### src/rtl/alu_arbiter_if.sv
// Requester-side bus of the ALU arbiter: two requesters, each with an
// operation channel (req_*) and a one-deep result channel (rsp_*).
// Per-requester fields are packed side by side; requester i owns
// slice [i*XLEN +: XLEN] of the operand/result vectors and [i*3 +: 3] of req_op.
interface alu_arbiter_if #(
  parameter int XLEN = 32
);
  logic [1:0]        req_valid;
  logic [1:0]        req_ready;
  logic [2*XLEN-1:0] req_a;
  logic [2*XLEN-1:0] req_b;
  logic [5:0]        req_op;
  logic [1:0]        req_sub;
  logic [1:0]        req_sra;
  logic [1:0]        rsp_valid;
  logic [1:0]        rsp_ready;
  logic [2*XLEN-1:0] rsp_data;

  // Arbiter side
  modport slave (
    input  req_valid, req_a, req_b, req_op, req_sub, req_sra, rsp_ready,
    output req_ready, rsp_valid, rsp_data
  );

  // Requester side
  modport master (
    output req_valid, req_a, req_b, req_op, req_sub, req_sra, rsp_ready,
    input  req_ready, rsp_valid, rsp_data
  );
endinterface

### src/rtl/alu_arbiter.sv
// Two-requester front end for one shared combinational ALU.
// Grants at most one requester per cycle (round-robin on ties), steers the
// winner's fields to the ALU and latches the ALU result into that
// requester's one-entry response slot.
//
//   state | meaning
//   PREF0 | requester 0 wins a tie (reset value, or requester 1 granted last)
//   PREF1 | requester 1 wins a tie (requester 0 granted last)
module alu_arbiter #(
  parameter int XLEN = 32
) (
  input  logic            clk,
  input  logic            rst_n,
  alu_arbiter_if.slave    bus,
  output logic [XLEN-1:0] alu_a,
  output logic [XLEN-1:0] alu_b,
  output logic [2:0]      alu_op,
  output logic            alu_sub,
  output logic            alu_sra,
  input  logic [XLEN-1:0] alu_out
);

  typedef enum logic {
    PREF0 = 1'b0,
    PREF1 = 1'b1
  } rr_state_e;

  rr_state_e state_q, state_d;

  logic [1:0]            elig;
  logic [1:0]            grant;
  logic [1:0]            slot_valid_q;
  logic [1:0][XLEN-1:0]  slot_data_q;

  // A requester may go only if its slot is free or being emptied right now.
  // rst_n gates it so nothing is offered while reset is held.
  assign elig = bus.req_valid & (~slot_valid_q | bus.rsp_ready) & {2{rst_n}};

  // Grant selection and tie-break pointer update; pointer moves only on a grant.
  always_comb begin
    grant   = 2'b00;
    state_d = state_q;
    case (elig)
      2'b01:   grant = 2'b01;
      2'b10:   grant = 2'b10;
      2'b11:   grant = (state_q == PREF0) ? 2'b01 : 2'b10;
      default: grant = 2'b00;
    endcase
    if (grant[0]) begin
      state_d = PREF1;
    end else if (grant[1]) begin
      state_d = PREF0;
    end
  end

  // Tie-break pointer register.
  always_ff @(posedge clk or negedge rst_n) begin
    if (!rst_n) begin
      state_q <= PREF0;
    end else begin
      state_q <= state_d;
    end
  end

  // Steer the granted requester's operation to the ALU; idle drives an ADD of 0+0.
  always_comb begin
    alu_a   = '0;
    alu_b   = '0;
    alu_op  = 3'b000;
    alu_sub = 1'b0;
    alu_sra = 1'b0;
    if (grant[0]) begin
      alu_a   = bus.req_a[XLEN-1:0];
      alu_b   = bus.req_b[XLEN-1:0];
      alu_op  = bus.req_op[2:0];
      alu_sub = bus.req_sub[0];
      alu_sra = bus.req_sra[0];
    end else if (grant[1]) begin
      alu_a   = bus.req_a[2*XLEN-1:XLEN];
      alu_b   = bus.req_b[2*XLEN-1:XLEN];
      alu_op  = bus.req_op[5:3];
      alu_sub = bus.req_sub[1];
      alu_sra = bus.req_sra[1];
    end
  end

  // Response slots: a grant refills (even while draining), a drain alone empties,
  // otherwise the held result stays put.
  always_ff @(posedge clk or negedge rst_n) begin
    if (!rst_n) begin
      slot_valid_q <= 2'b00;
      slot_data_q  <= '0;
    end else begin
      for (int i = 0; i < 2; i++) begin
        if (grant[i]) begin
          slot_valid_q[i] <= 1'b1;
          slot_data_q[i]  <= alu_out;
        end else if (bus.rsp_ready[i]) begin
          slot_valid_q[i] <= 1'b0;
        end
      end
    end
  end

  assign bus.req_ready = grant;
  assign bus.rsp_valid = slot_valid_q;
  assign bus.rsp_data  = slot_data_q;

`ifndef SYNTHESIS
  a_grant_onehot0 : assert property (@(posedge clk) disable iff (!rst_n)
    $onehot0(grant));
  a_grant_needs_valid : assert property (@(posedge clk) disable iff (!rst_n)
    (grant & ~bus.req_valid) == 2'b00);
  a_hold0 : assert property (@(posedge clk) disable iff (!rst_n)
    (slot_valid_q[0] && !bus.rsp_ready[0]) |=> $stable(slot_data_q[0]));
  a_hold1 : assert property (@(posedge clk) disable iff (!rst_n)
    (slot_valid_q[1] && !bus.rsp_ready[1]) |=> $stable(slot_data_q[1]));
`endif

endmodule

### src/flat_wrapper.sv
// flat-port wrapper written by rule: the top's interface ports become plain ports
module alu_arbiter_flat 
#(
  parameter int XLEN = 32
)
  (clk, rst_n, alu_a, alu_b, alu_op, alu_sub, alu_sra, alu_out, bus_req_valid, bus_req_a, bus_req_b, bus_req_op, bus_req_sub, bus_req_sra, bus_rsp_ready, bus_req_ready, bus_rsp_valid, bus_rsp_data);
  alu_arbiter_if #(.XLEN(XLEN)) bus_i ();
  input  logic clk;
  input  logic rst_n;
  output logic [XLEN-1:0] alu_a;
  output logic [XLEN-1:0] alu_b;
  output logic [2:0] alu_op;
  output logic alu_sub;
  output logic alu_sra;
  input  logic [XLEN-1:0] alu_out;
  input wire logic [$bits(bus_i.req_valid)-1:0] bus_req_valid;
  input wire logic [$bits(bus_i.req_a)-1:0] bus_req_a;
  input wire logic [$bits(bus_i.req_b)-1:0] bus_req_b;
  input wire logic [$bits(bus_i.req_op)-1:0] bus_req_op;
  input wire logic [$bits(bus_i.req_sub)-1:0] bus_req_sub;
  input wire logic [$bits(bus_i.req_sra)-1:0] bus_req_sra;
  input wire logic [$bits(bus_i.rsp_ready)-1:0] bus_rsp_ready;
  output wire logic [$bits(bus_i.req_ready)-1:0] bus_req_ready;
  output wire logic [$bits(bus_i.rsp_valid)-1:0] bus_rsp_valid;
  output wire logic [$bits(bus_i.rsp_data)-1:0] bus_rsp_data;
  assign bus_i.req_valid = bus_req_valid;
  assign bus_i.req_a = bus_req_a;
  assign bus_i.req_b = bus_req_b;
  assign bus_i.req_op = bus_req_op;
  assign bus_i.req_sub = bus_req_sub;
  assign bus_i.req_sra = bus_req_sra;
  assign bus_i.rsp_ready = bus_rsp_ready;
  assign bus_req_ready = bus_i.req_ready;
  assign bus_rsp_valid = bus_i.rsp_valid;
  assign bus_rsp_data = bus_i.rsp_data;
  alu_arbiter #(.XLEN(XLEN)) u_core (.clk(clk), .rst_n(rst_n), .bus(bus_i), .alu_a(alu_a), .alu_b(alu_b), .alu_op(alu_op), .alu_sub(alu_sub), .alu_sra(alu_sra), .alu_out(alu_out));
endmodule
### config.mk
export PLATFORM = sky130hd
export DESIGN_NAME = alu_arbiter_flat
export DESIGN_NICKNAME = d
export VERILOG_FILES = /design/src/rtl/alu_arbiter_if.sv /design/src/rtl/alu_arbiter.sv /design/src/flat_wrapper.sv
export SDC_FILE = /design/constraint.sdc
export NUM_CORES = 1
export LEC_CHECK = 0
export ABC_CLOCK_PERIOD_IN_PS = 3840
export CAP_MARGIN = 20
export CORE_ASPECT_RATIO = 1.25
export CORE_MARGIN = 10
export CORE_UTILIZATION = 37
export CTS_BUF_LIST = sky130_fd_sc_hd__clkbuf_2 sky130_fd_sc_hd__clkbuf_4 sky130_fd_sc_hd__clkbuf_8
export DETAILED_ROUTE_END_ITERATION = 10
export GPL_ROUTABILITY_DRIVEN = 0
export MAX_ROUTING_LAYER = met4
export PLACE_DENSITY = 0.85
export SLEW_MARGIN = 25
export SYNTH_ARGS = -nofsm -noshare
export SYNTH_HDL_FRONTEND = slang
export SYNTH_SLANG_ARGS = --single-unit
### constraint.sdc
create_clock -name clk -period 3.84 [get_ports clk]
set_input_delay 0.384 -clock clk [delete_from_list [all_inputs] [get_ports clk]]
set_output_delay 0.384 -clock clk [all_outputs]
set_load 0.005 [all_outputs]
==> summary.txt, run 1 <==
Floorplanning
  • Initial cell density of the core: 38.4%
  • Ports: ~310
  • Core Box Area: roughly 10,000 um2
  • Height of the die: 135 um
  • DIE AREA: approximately 15,000 um2
  • Die W: 112 um
  • # rows: 41

Detailed routing
  • Drt first pass iters: 5
  • Initial DRC count: around 270
  • Drt wl/cell: 23.8 um
  • Vias after detailed routing: 4,312
  • Routed WL: approximately 20 mm
  • Via/cell ratio: 5.23
  • ANT nets after route: 0
  • DRC viols: 0

Setup path
  • Setup crit start: rst_n
  • Max incr delay on CP: 0.60 ns
  • CP Cell Sequence: dlygate4sd3_1 -> buf_6 -> buf_4 -> nand2_1 -> o22ai_1 -> clkdlybuf4s50_1
  • WS Path Type: input port to primary output
  • Crit-path max FO: 65
  • Arrival time worst endpoint: 2.81 ns
  • Reg2reg start: u_core.bus.rsp_valid[1]$_DFFE_PN0P_
  • Req. time, crit path: 3.46 ns
  • CP max-delay cell: clkdlybuf4s50_1
  • Critical Path Start Type: input port
  • Critical Path Sink Type: primary output

Placed design
  • IO buf count: 312
  • DP HPWL: 15.8 mm
  • Post-place setup slack: between 0.8 and 0.9 ns

Timing
  • Final setup viols: 0
  • PnR worst setup slack: 0.649 ns
  • Final Critical Period: 3.19 ns
  • Max_slew headroom: 54.5%
  • Setup tns final: 0 ns
  • Slew Limit Fails: 0
  • RSZ-0062 raised after global routing: no
  • Maximum clock frequency: 313 MHz
  • Final period util: ~83%
  • Final Skew: 0.00961 ns
  • Worst-margin pin slew: 0.683 ns
  • Final Hold Fails: 0

Final layout
  • Area Growth Syn to Fin: 85.8%
  • Share of cells above drive strength 1: 14.0%
  • Register Area: about 1700 um2
  • Filler Cell Count: between 600 and 700
  • Nets: around 860
  • Multi-input logic area: between 2000 and 2500 um2

Yosys
  • Post-synth top flop: dfrtp_1
  • Synth cell types: 20
  • Asr flop ratio synth: 100%
  • Most numerous cell in the Yosys netlist: nand2_1
  • Post-synthesis cell area: a little under 4000 um2
  • Post-synthesis compound-gate area fraction: 12.6%
  • Adder-Cell Fraction of Synth Area: 0%
  • Xor and xnor fraction of the mapped netlist area: 0%
  • Commonest cells in the netlist: nand2_1 (141), o22ai_1 (69), dfrtp_1 (67)
  • Post-synthesis average cell area: 9.95 um2
  • Top cells by area, synth: dfrtp_1 (43%), mux2_4 (21%), nand2_1 (13%)
  • Largest area contributor in the netlist: dfrtp_1
  • Yosys top cell area share: 42.8%
  • Seq/Total Area, Yosys: about 43%
  • Synth Area in Simple Gates: 15.0%
  • Synthesized Nets: 570
  • Yosys reg bits: 67
  • Largest family of logic cells by synthesized area: multiplexers
  • EDFF count, synth: 0
  • Synth Instances: 394
  • Synth Warn #: 0
  • Proportion of synthesized area in mux cells: 23.7%

Power
  • Flop pwr share: about a third
  • Comb power frac: a little under half
  • Clk pwr share: 20.3%
  • Switching Share: between 20% and 30%
  • Cell Int Power: approximately 2100 uW
  • Pwr Density: 414 nW/um2
  • Switching Power: 879 uW
  • Leak: 0.00300 uW
  • Worst VDD drop: 0.000187 V

Clocking
  • Hold_buf cts: 1
  • H-tree levels: 3
  • CTS resizes: 0
  • Clk Latency, worst-skew pair: 0.35 ns
  • Post-CTS setup buffer count: 0
  • # clock sinks: 67
  • CTS tree: done
  • Clock transition at the registers of the reported paths: approximately 0.070 ns
  • Root Buffer: clkbuf_8
  • Clock Tree Buf Depth: 2
  • CTS buffer count: 9

Worst hold path
  • Hold Crit Start: u_core.bus.rsp_data[25]$_DFFE_PN0P_
  • Hold crit path type: flip-flop to flip-flop

Global route
  • Remaining Overflow, GRT: 0
  • Largest net degree at the start of global routing: 70
  • Vias in the first global route: 4,581
  • Initial antenna violation count: 3
  • Total GRT Usage: 24.9%
  • First-pass GRT wire length: approximately 28 mm

Flow run
  • Max_cap viols: 0

Run status
  • Status: complete, no violations
==> state kept, by name, indices dropped and copies added (netlist names) <==
register              cells
u_core.state_q            1
u_core.bus.rsp_data      64
u_core.bus.rsp_valid      2
==> cells in the final DEF, fill, tap and decap left out, drive strengths merged, types with 2 or more instances in the layout <==
master         netlist  layout
mux2                64      64
diode                0       3
nand2              141     141
o22ai               69      69
clkinvlp             0       2
clkbuf              20      11
clkdlybuf4s50        0     311
nor2b                3       3
o21ai                2       2
dfrtp               67      67
buf                 19       9
or2                  2       2
clkinv               0       2
==> area by class of cell <==
class / instances / share of cell area [%]
repair buffers: 321 / 44.0
flip-flops and latches: 67 / 23.0
clock inverters: 5 / 0.859
inverters: 1 / 0.0515
diodes: 3 / 0.103
multi-input cells: 287 / 27.8
well taps: 129 / 2.22
clock buffers: 11 / 1.99
==> per-stage QoR <==
step	util (%)	instance area [um2]	cells	power [uW]	hold WS, ns
floorplan	-	3920	394	1530	0.0884
global placement	69.2	7060	804	2350	0.343
detailed placement	69.2	7060	804	2410	0.350
CTS	71.3	7280	821	3030	0.513
global route	71.4	7290	824	3150	0.526
finish	71.4	7290	824	3010	0.516
==> power by group through the flow <==
stage | clock (uW) | combinational [uW] | sequential, uW
finish | 611 | 1370 | 1030
global route | 648 | 1450 | 1050
CTS | 615 | 1390 | 1030
detailed placement | 0 | 1370 | 1040
global placement | 0 | 1340 | 1020
floorplan | 0 | 500 | 1030
==> routing by layer <==
metal / vias up / part of all wire (%) / global-route usage, %
met1: 2026 / 38 / 27.9
met3: 37 / 11 / 9.93
met5: - / 0 / -
met2: 293 / 49 / 39.9
li1: 1956 / - / -
met4: 0 / 2.6 / 8.05
==> worst paths after layout <==
path | depth (start not counted) | endpoint | slack, ns
worst min register to register | 1 | u_core.bus.rsp_data[25]$_DFFE_PN0P_ | 0.52
worst max-delay path | 6 | alu_b[28] | 0.65
worst max register to register | 4 | u_core.bus.rsp_data[0]$_DFFE_PN0P_ | 1.77
max in group asynchronous | 3 | u_core.bus.rsp_data[50]$_DFFE_PN0P_ | 2.41
min in group asynchronous | 2 | u_core.bus.rsp_data[0]$_DFFE_PN0P_ | 0.53
worst min-delay path | 1 | u_core.bus.rsp_data[25]$_DFFE_PN0P_ | 0.52
==> kinds of logic after synthesis <==
group / after synthesis
buffers and inverters: 40
muxes: 64
DFF: 67
and+or+nand+nor: 148
AOI/OAI and AO/OA: 75
==> critical path, delay by kind of cell <==
kind,cells,cell delay [ns]
AOI/OAI and AO/OA,1,0.26
and+or+nand+nor,1,0.10
buffers and inverters,4,2.02
Note: power is estimated with default switching activity, not from simulation.
==> inputs of run 2 (changes only) <==
ABC_CLOCK_PERIOD_IN_PS = 2700   (was 3840)
CORE_UTILIZATION = 31   (was 37)
PLACE_DENSITY = 0.75   (was 0.85)
clock period = 2.7 ns   (was 3.84 ns; I/O delays follow)
==> run 2 against run 1 <==
Effect of this change: register-to-register slack lost 0.89 ns; die area increased by 16%; final cell count grew 4.9%.
==> summary.txt, run 2 (synthesized netlist as in run 1, its figures left out) <==
Setup path
  • CP max-delay cell: dlygate4sd3_1
  • Critical Path Start Type: input port
  • CP Cell Sequence: dlygate4sd3_1 -> clkbuf_8 -> buf_12 -> nand2_1 -> o22ai_1 -> clkdlybuf4s50_1
  • Bufs and invs on worst path: 4 (unchanged)
  • WS Path Type: input port to primary output
  • Max incr delay on CP: 0.55 ns (-0.05 ns)
  • Req. time, crit path: 2.43 ns (-1.03 ns)
  • Crit-path max FO: 54 (-17%)
  • Critical Path Sink Type: primary output
  • Delay-heaviest family, CP: buffers and inverters
  • Arrival time worst endpoint: 2.32 ns (-0.49 ns)

Floorplanning
  • DIE AREA: 17,600 um2 (+16%)
  • Height of the die: 146 um (+7.9%)
  • Initial cell density of the core: 31.9% (-6.5 points)
  • Ports: 313 (unchanged)
  • Die W: 121 um (+7.6%)
  • # rows: 45 (+9.8%)
  • Core Box Area: 12,300 um2 (+20%)

Placed design
  • DP HPWL: 15.1 mm (-4.6%)
  • Placed instance area: 7180 um2 (+1.7%)
  • IO buf count: 312 (unchanged)
  • Post-place setup slack: 0.168 ns (-0.639 ns)

Clocking
  • Post-CTS setup buffer count: 0 (unchanged)
  • Root Buffer: clkbuf_8
  • CTS buffer count: 9 (unchanged)
  • H-tree levels: 3 (unchanged)
  • Clk Latency, worst-skew pair: 0.34 ns (about the same)
  • # clock sinks: 67 (unchanged)
  • Clock transition at the registers of the reported paths: 0.07 ns (about the same)
  • CTS tree: done
  • Clock Tree Buf Depth: 2 (unchanged)

Power
  • Overall power: 4280 uW (+42%)
  • Pwr Density: 577 nW/um2 (+40%)
  • Worst VDD drop: 0.000293 V (+57%)
  • Leak: 0.00305 uW (+1.6%)

Final layout
  • Commonest cells after routing, fill and taps aside: clkdlybuf4s50_1 (311), nand2_1 (141), o22ai_1 (69)
  • Most common cell after layout, fill and taps aside: clkdlybuf4s50_1
  • Area Growth Syn to Fin: 89.0%
  • Final core utilization: 60.4% (-11 points)
  • Share of cells above drive strength 1: 14.6% (+0.62 points)
  • Design area: 7410 um2 (+1.7%)
  • Register Area: 1680 um2 (unchanged)
  • Largest register FFs: 64 (unchanged)
  • Filler Cell Count: 1,058 (+52%)
  • Multi-input logic area: 2020 um2 (unchanged)
  • Nets: 868 (+0.58%)

Timing
  • PnR worst setup slack: 0.105 ns (-0.544 ns)
  • Max_slew headroom: 64.0% (+9.5 points)
  • Final Hold Fails: 0 (unchanged)
  • Final period util: 96.1%
  • Final Skew: 0.00727 ns (-0.00233 ns)
  • Worst-margin pin slew: 0.541 ns (-0.143 ns)
  • Final Critical Period: 2.59 ns
  • Setup tns final: 0 ns (unchanged)
  • Slew Limit Fails: 0 (unchanged)
  • RSZ-0062 raised after global routing: no
  • Final setup viols: 0 (unchanged)
  • Maximum clock frequency: approximately 390 MHz

Detailed routing
  • Drt first pass iters: 8 (+3)
  • Via/cell ratio: 4.88 (-6.7%)
  • Initial DRC count: 289 (+6.3%)
  • ANT nets after route: 0 (unchanged)
  • DRC viols: 0 (unchanged)
  • Vias after detailed routing: 4,219 (-2.2%)
  • Routed WL: 18.8 mm (-4.1%)
  • Drt wl/cell: 21.7 um (-8.6%)

Flow run
  • Max_cap viols: 0 (unchanged)

Global route
  • Total GRT Usage: 20.7% (-4.2 points)
  • Remaining Overflow, GRT: 0 (unchanged)
  • First-pass GRT wire length: 27.5 mm (-3.1%)
  • Initial antenna violation count: 3 (unchanged)
  • Vias in the first global route: 4,528 (-1.2%)
  • Largest net degree at the start of global routing: 70 (unchanged)

Worst hold path
  • Hold crit path type: input port to asynchronous set/reset pin

Run status
  • Status: complete, no violations
## run 2: changes by cell type in the layout (fill, tap and decap cells not counted), moves of 2 or more
cell / previous run / this run
buf_4: 7 / 9
buf_12: 1 / 4
clkinv_4: 2 / 0
clkbuf_8: 10 / 13
clkinv_2: 0 / 2
## run 2: cell type report
type                       count  share of cell area, %
multi-input combinational    287                   27.3
timing repair buffer         326                   44.3
antenna                        3                  0.101
tap                          164                   2.77
inverter                       1                 0.0506
clock buffer                  12                   2.23
sequential                    67                   22.6
clock inverter                 4                  0.641
## run 2: worst paths after layout
path | slack (ns) | end | cells after the start | startpoint
min in group clk | 0.51 | u_core.bus.rsp_data[32]$_DFFE_PN0P_ | 1 | u_core.bus.rsp_data[32]$_DFFE_PN0P_
max in group asynchronous | 1.45 | u_core.bus.rsp_data[48]$_DFFE_PN0P_ | 3 | rst_n
worst max register to register | 0.88 | u_core.bus.rsp_data[31]$_DFFE_PN0P_ | 4 | u_core.bus.rsp_valid[1]$_DFFE_PN0P_
worst min register to register | 0.51 | u_core.bus.rsp_data[32]$_DFFE_PN0P_ | 1 | u_core.bus.rsp_data[32]$_DFFE_PN0P_
worst max-delay path | 0.11 | alu_b[30] | 6 | rst_n
worst min-delay path | 0.42 | u_core.bus.rsp_valid[1]$_DFFE_PN0P_ | 2 | rst_n
## run 2: what timing repair did
| action | 4_1_cts | 5_1_grt |
|---|---|---|
| resized for setup | 0 | 1 |
| setup endpoints to repair | 0 | 1 |
| hold buffers | 1 | 0 |
| hold endpoints to repair | 3 | 0 |
## run 2: per-layer routing
| layer | GRT usage (%) | share of wire [%] | routed length, um | up-vias |
|---|---|---|---|---|
| met4 | 4.72 | 0.86 | 161 | 0 |
| met1 | 23.1 | 39 | 7380 | 1981 |
| li1 | - | - | - | 1971 |
| met2 | 33.8 | 49 | 9150 | 252 |
| met3 | 8.57 | 11 | 2090 | 15 |
| met5 | - | 0 | 0 | - |
## run 2: through the flow
step | std cells | hold slack, ns
floorplan | 394 | -0.0256
global placement | 844 | 0.206
detailed placement | 844 | 0.212
CTS | 861 | 0.423
global route | 864 | 0.442
finish | 864 | 0.423
## run 2: report_power, final
| group | internal [uW] | switching [uW] |
|---|---|---|
| clock network | 499 | 376 |
| registers | 1280 | 181 |
| logic | 1300 | 634 |
| total | 3090 | 1190 |
==> inputs of run 3 (changes only) <==
ABC_CLOCK_PERIOD_IN_PS = 2500   (was 2700)
CORE_UTILIZATION = 34   (was 31)
GPL_TIMING_DRIVEN = 0   (was default)
PLACE_DENSITY = 0.79   (was 0.75)
clock period = 2.5 ns   (was 2.7 ns; I/O delays follow)
==> run 3 against run 2 <==
Effect of this change: register-to-register slack worse by 0.11 ns; hold slack worse by 0.41 ns; final cell count is 0.12% lower; critical path type is now flip-flop to primary output; design area is 1.9% higher; die area is 7.5% lower.
==> summary.txt, run 3 (synthesized netlist as in run 1, its figures left out) <==
Final layout
  • Share of cells above drive strength 1: 17.7% (+3.0 points)
  • Area Growth Syn to Fin: 92.6%
  • Multi-input logic area: 2030 um2 (+0.37%)
  • Most common cell after layout, fill and taps aside: clkdlybuf4s50_1
  • Nets: 898 (+3.5%)
  • Commonest cells after routing, fill and taps aside: clkdlybuf4s50_1 (241), nand2_1 (141), o22ai_1 (68)
  • Register Area: 1680 um2 (unchanged)
  • Design area: 7550 um2 (+1.9%)
  • Largest register FFs: 64 (unchanged)
  • Filler Cell Count: 884 (-16%)

Placed design
  • Placed instance area: 7240 um2 (+0.82%)
  • DP HPWL: 16.2 mm (+6.9%)
  • IO buf count: 312 (unchanged)
  • Post-place setup slack: -0.355 ns (-0.523 ns)

Global route
  • Largest net degree at the start of global routing: 50 (-29%)
  • Initial antenna violation count: 3 (unchanged)
  • Vias in the first global route: 4,780 (+5.6%)
  • First-pass GRT wire length: 29.1 mm (+5.6%)
  • Total GRT Usage: 23.8% (+3.0 points)
  • Remaining Overflow, GRT: 0 (unchanged)

Timing
  • Max_slew headroom: 43.6% (-20 points)
  • Final Skew: 0.0109 ns (+0.00364 ns)
  • Slew Limit Fails: 0 (unchanged)
  • RSZ-0062 raised after global routing: no
  • PnR worst setup slack: 0.108 ns (+0.00270 ns)
  • Final Hold Fails: 0 (unchanged)
  • Final setup viols: 0 (unchanged)
  • Final Critical Period: 2.39 ns
  • Worst-margin pin slew: 0.843 ns (+0.303 ns)
  • WHS: 0.00898 ns (-0.414 ns)
  • Final period util: 95.7%
  • Maximum clock frequency: 418 MHz

Power
  • Worst VDD drop: 0.000367 V (+25%)
  • Leak: 0.00366 uW (+20%)
  • Pwr Density: 622 nW/um2 (+7.8%)
  • Overall power: 4700 uW (+9.9%)

Clocking
  • CTS buffer count: 9 (unchanged)
  • CTS tree: done
  • Root Buffer: clkbuf_8
  • Clk Latency, worst-skew pair: 0.34 ns (about the same)
  • H-tree levels: 3 (unchanged)
  • Clock transition at the registers of the reported paths: 0.08 ns (about the same)
  • Clock Tree Buf Depth: 2 (unchanged)
  • # clock sinks: 67 (unchanged)

Floorplanning
  • Die W: 116 um (-3.8%)
  • Core Box Area: 11,200 um2 (-8.8%)
  • # rows: 43 (-4.4%)
  • Height of the die: 140 um (-3.9%)
  • Ports: 313 (unchanged)
  • Initial cell density of the core: 35.0% (+3.1 points)
  • DIE AREA: 16,300 um2 (-7.5%)

Setup path
  • Max incr delay on CP: 0.53 ns (-0.02 ns)
  • Crit path top cell by count: buf_6
  • Arrival time worst endpoint: 2.14 ns (-0.18 ns)
  • CP max-delay cell: clkdlybuf4s50_1
  • Critical Path Start Type: flip-flop
  • CP Cell Sequence: nor2b_4 -> buf_6 -> a211oi_4 -> buf_6 -> clkdlybuf4s50_1
  • WS Path Type: flip-flop to primary output
  • Critical Path Sink Type: primary output
  • Crit-path max FO: 10 (-81%)
  • Req. time, crit path: 2.25 ns (-0.18 ns)

Worst hold path
  • Hold crit path type: input port to asynchronous set/reset pin

Detailed routing
  • Via/cell ratio: 5.14 (+5.3%)
  • Vias after detailed routing: 4,438 (+5.2%)
  • ANT nets after route: 0 (unchanged)
  • Drt wl/cell: 22.8 um (+4.9%)
  • Routed WL: 19.7 mm (+4.7%)
  • Initial DRC count: 206 (-29%)
  • Drt first pass iters: 7 (-1)
  • DRC viols: 0 (unchanged)

Run status
  • Status: complete, no violations

Flow run
  • Max_cap viols: 0 (unchanged)
run 3: changes by cell type in the layout (fill, tap and decap cells not counted), moves of 3 or more:
cell and delta:
buf_6 +9, buf_2 +4, buf_12 -4, dlygate4sd2_1 +52, dlymetal6s2s_1 +18, clkdlybuf4s50_1 -70
clkbuf_4 +3, clkbuf_2 +17
run 3: critical path, delay by kind of cell (launching register included):
kind | cells | cell delay, ns
flops | 1 | 0.38
buf+inv | 3 | 0.91
simple gates | 1 | 0.13
compound gates | 1 | 0.39
run 3: per-layer routing:
layer | up-vias | wire, um | GRT usage [%] | part of all wire (%)
met1 | 2122 | 7580 | 26.3 | 39
met4 | 0 | 235 | 5.02 | 1.2
met2 | 271 | 9670 | 39.8 | 49
li1 | 2024 | - | - | -
met3 | 21 | 2190 | 8.93 | 11
met5 | - | 0 | - | 0
run 3: through the flow:
stage	utilization [%]	cells	TNS (ns)
after floorplan	-	394	0
after global placement	64.5	841	-357.88
after detailed placement	64.7	842	-17.84
after CTS	66.9	858	-0.0198
after global routing	67.5	863	0
final	67.5	863	0
run 3: path summary, 6_finish.rpt:
| path | cells after the start | slack (ns) | start | endpoint |
|---|---|---|---|---|
| setup / recovery | 5 | 0.11 | u_core.bus.rsp_valid[1]$_DFFE_PN0P_ | bus_req_ready[1] |
| hold reg to reg | 1 | 0.51 | u_core.bus.rsp_data[30]$_DFFE_PN0P_ | u_core.bus.rsp_data[30]$_DFFE_PN0P_ |
| setup reg to reg | 5 | 0.77 | u_core.bus.rsp_valid[1]$_DFFE_PN0P_ | u_core.bus.rsp_data[49]$_DFFE_PN0P_ |
| max in group asynchronous | 2 | 1.38 | rst_n | u_core.bus.rsp_data[8]$_DFFE_PN0P_ |
| min in group clk | 4 | 0.42 | bus_req_valid[0] | u_core.state_q$_DFFE_PN0P_ |
| hold / removal | 3 | 0.009 | rst_n | u_core.bus.rsp_data[47]$_DFFE_PN0P_ |
run 3: power by group:
part,total (uW),switching [uW],leakage [uW],internal [uW]
Clock,1010,395,0.000112,617
Combinational,2090,710,0.00276,1380
Sequential,1600,208,0.000789,1390
Total,4700,1310,0.00366,3390
run 3: cell type report:
| cell class | count | share of cell area, % |
|---|---|---|
| Timing Repair Buffer | 317 | 42.1 |
| Multi-Input combinational cell | 287 | 26.9 |
| Sequential cell | 67 | 22.2 |
| Buffer | 39 | 3.53 |
| Tap cell | 135 | 2.24 |
| Clock buffer | 12 | 2.10 |
| Clock inverter | 2 | 0.795 |
| Antenna cell | 3 | 0.0994 |
| Inverter | 1 | 0.0497 |
run 3: repair_timing:
item | CTS | global route
hold buffers | 2 | 0
pin swaps | 1 | 2
hold endpoints to repair | 18 | 0
setup endpoints to repair | 69 | 25
gates resized for setup | 78 | 19
buffers inserted | 0 | 2
==> patch: new RTL, settings of run 3 <==
`XLEN` is set to 32 in 3 places; all go to 36.
--- a/src/rtl/alu_arbiter_if.sv
+++ b/src/rtl/alu_arbiter_if.sv
@@ -3,7 +3,7 @@
 // Per-requester fields are packed side by side; requester i owns
 // slice [i*XLEN +: XLEN] of the operand/result vectors and [i*3 +: 3] of req_op.
 interface alu_arbiter_if #(
-  parameter int XLEN = 32
+  parameter int XLEN = 36
 );
   logic [1:0]        req_valid;
   logic [1:0]        req_ready;
--- a/src/rtl/alu_arbiter.sv
+++ b/src/rtl/alu_arbiter.sv
@@ -7,7 +7,7 @@
 //   PREF0 | requester 0 wins a tie (reset value, or requester 1 granted last)
 //   PREF1 | requester 1 wins a tie (requester 0 granted last)
 module alu_arbiter #(
-  parameter int XLEN = 32
+  parameter int XLEN = 36
 ) (
   input  logic            clk,
   input  logic            rst_n,
--- a/src/flat_wrapper.sv
+++ b/src/flat_wrapper.sv
@@ -1,7 +1,7 @@
 // flat-port wrapper written by rule: the top's interface ports become plain ports
 module alu_arbiter_flat 
 #(
-  parameter int XLEN = 32
+  parameter int XLEN = 36
 )
   (clk, rst_n, alu_a, alu_b, alu_op, alu_sub, alu_sra, alu_out, bus_req_valid, bus_req_a, bus_req_b, bus_req_op, bus_req_sub, bus_req_sra, bus_rsp_ready, bus_req_ready, bus_rsp_valid, bus_rsp_data);
   alu_arbiter_if #(.XLEN(XLEN)) bus_i ();
Interface: changed (6 resized); port bits go from 313 to 349. The function was not compared with the original's and may differ.
==> patch against run 3 <==
Setup slack got worse by 89 ps; register-to-register slack got worse by 90 ps; clock power fell by 9%; area after synthesis rose by 5.7%; final area rose by 9.2%; sequential cell count rose by 8; power rose by 3.7%; wire length rose by 16%; critical path type unchanged; largest cell class unchanged; highest routed layer unchanged.
==> patch: results (changes against run 3) <==
Run status
The run finished with clean final reports.

Cells and area
The final-stage net count is 998 (+11%). The final antenna diode count is 19 (+16). The area taken by multi-input logic gates was 2039 um^2 (+0.49%). The number of sequential cells was 75 (+12%). The layout cell share with drive strength beyond 1 is 14.13% (-3.5 points). The layout clock buffer count is 10 (-2). The number of fillers in the final layout was 975 (+10%). The number of flip-flops in the largest register is 72 (+13%). The total number of multi-input combinational cells is 319 (+11%). The non-clock buffer share of cell area was 47.05% (+1.4 points).

The sequential share of cell area came to 22.75% (+0.55 points). The final-layout clock-cell area share is 2.366% (-0.53 points). The total of plain and repair buffers excluding clock buffers is 396 (+11%).

Drt
The total length of routed met3 wires is 2963 um (+35%). The met2 wire length was 11160 um (+15%). The wire length on met1 is 7988 um (+5.3%).

The iteration-0 DRC count of the detailed router is 269 (+31%).

STA
The headroom to the max-slew limit is 68.05% (+24 points). The clock tree skew after final layout is 9.023 ps (-1.887 ps).

Min path
The worst hold path class is input pin to flop.

Placement
The half-perimeter wire length after detailed placement is 19460 um (+20%). The quantity of I/O buffers inserted on ports is 348 (+12%). The placement-stage cell area is 7860 um^2 (+8.6%).

Synthesis
The number of nets in the synthesized netlist is 633 (+11%). The area fraction in compound gates after synthesis was 12.79% (+0.22 points). The proportion of synthesized area in mux cells is 20.46% (-3.3 points). By area the synthesized netlist is led by dfrtp_1 45%, nand2_1 14%, mux2_2 12%.

The share of synthesized area occupied by flip-flops and latches came to 45.26% (+2.5 points). The cell area after synthesis is 4146 um^2 (+5.7%). The number of distinct library cells after synthesis is 24 (+20%).

Global route
The global-route wire length before repair is 32890 um (+13%). The pin count of the biggest net entering global routing is 48 (-4.0%). The met3 global-route usage is 14.36% (+5.4 points). The met2 track utilization from global routing is 44.25% (+4.4 points).

The number of antenna violations at the first check in global routing came to 17 (+14). The total track usage was 26.34% (+2.6 points). The via count of the first global-routing pass came to 5292 (+11%). The global routing usage on met1 is 24.95% (-1.3 points).

Power
The part of the power in combinational logic is 45.0% (+0.5 points). The worst-case vdd ir drop came to 606.0 uV (+65%). The cell leakage power is 3.793 nW (+3.7%). The total sequential power is 1.76 mW (+10%).

Critical path
The data arrival time of the critical path was 2230 ps (+90 ps).
## patch: per-stage QoR
step / setup slack [ps] / hold WS (ps) / utilization, % / power [mW] / cells
after floorplan: 935.3 / -45.59 / - / 2.446 / 437
after global placement: -2887 / 465.5 / 65.03 / 3.900 / 949
after detailed placement: -189.4 / 215.9 / 65.23 / 3.970 / 950
after CTS: -24.51 / 255.1 / 67.27 / 4.909 / 970
after global routing: -59.95 / 321.8 / 68.44 / 5.137 / 989
final: 19.31 / 289.5 / 68.46 / 4.874 / 990
## patch: what timing repair did
| action | CTS | global route |
|---|---|---|
| hold buffers | 2 | 0 |
| endpoints found under the hold margin | 28 | 0 |
| setup buffers | 2 | 2 |
| setup endpoints to repair | 76 | 46 |
| gates cloned | 0 | 0 |
| pin swaps | 1 | 0 |
| resized for setup | 34 | 38 |
## patch: worst max-delay path: cells and delay by family (launching register included)
family	cells	cell delay, ps
flip-flops	1	390
buffers and inverters	4	1030
AO/OA/AOI/OAI	1	320
AND/OR/NAND/NOR	1	150
## patch: final timing paths
kind | endpoint | slack [ps] | cells past startpoint | start
setup / recovery | bus_req_ready[1] | 20 | 6 | u_core.bus.rsp_valid[1]$_DFFE_PN0P_
hold / removal | u_core.state_q$_DFFE_PN0P_ | 290 | 4 | rst_n
setup reg to reg | u_core.bus.rsp_data[69]$_DFFE_PN0P_ | 680 | 6 | u_core.bus.rsp_valid[1]$_DFFE_PN0P_
hold reg to reg | u_core.bus.rsp_data[29]$_DFFE_PN0P_ | 500 | 1 | u_core.bus.rsp_data[29]$_DFFE_PN0P_
max in group asynchronous | u_core.bus.rsp_data[34]$_DFFE_PN0P_ | 1690 | 3 | rst_n
min in group asynchronous | u_core.bus.rsp_data[51]$_DFFE_PN0P_ | 570 | 3 | rst_n
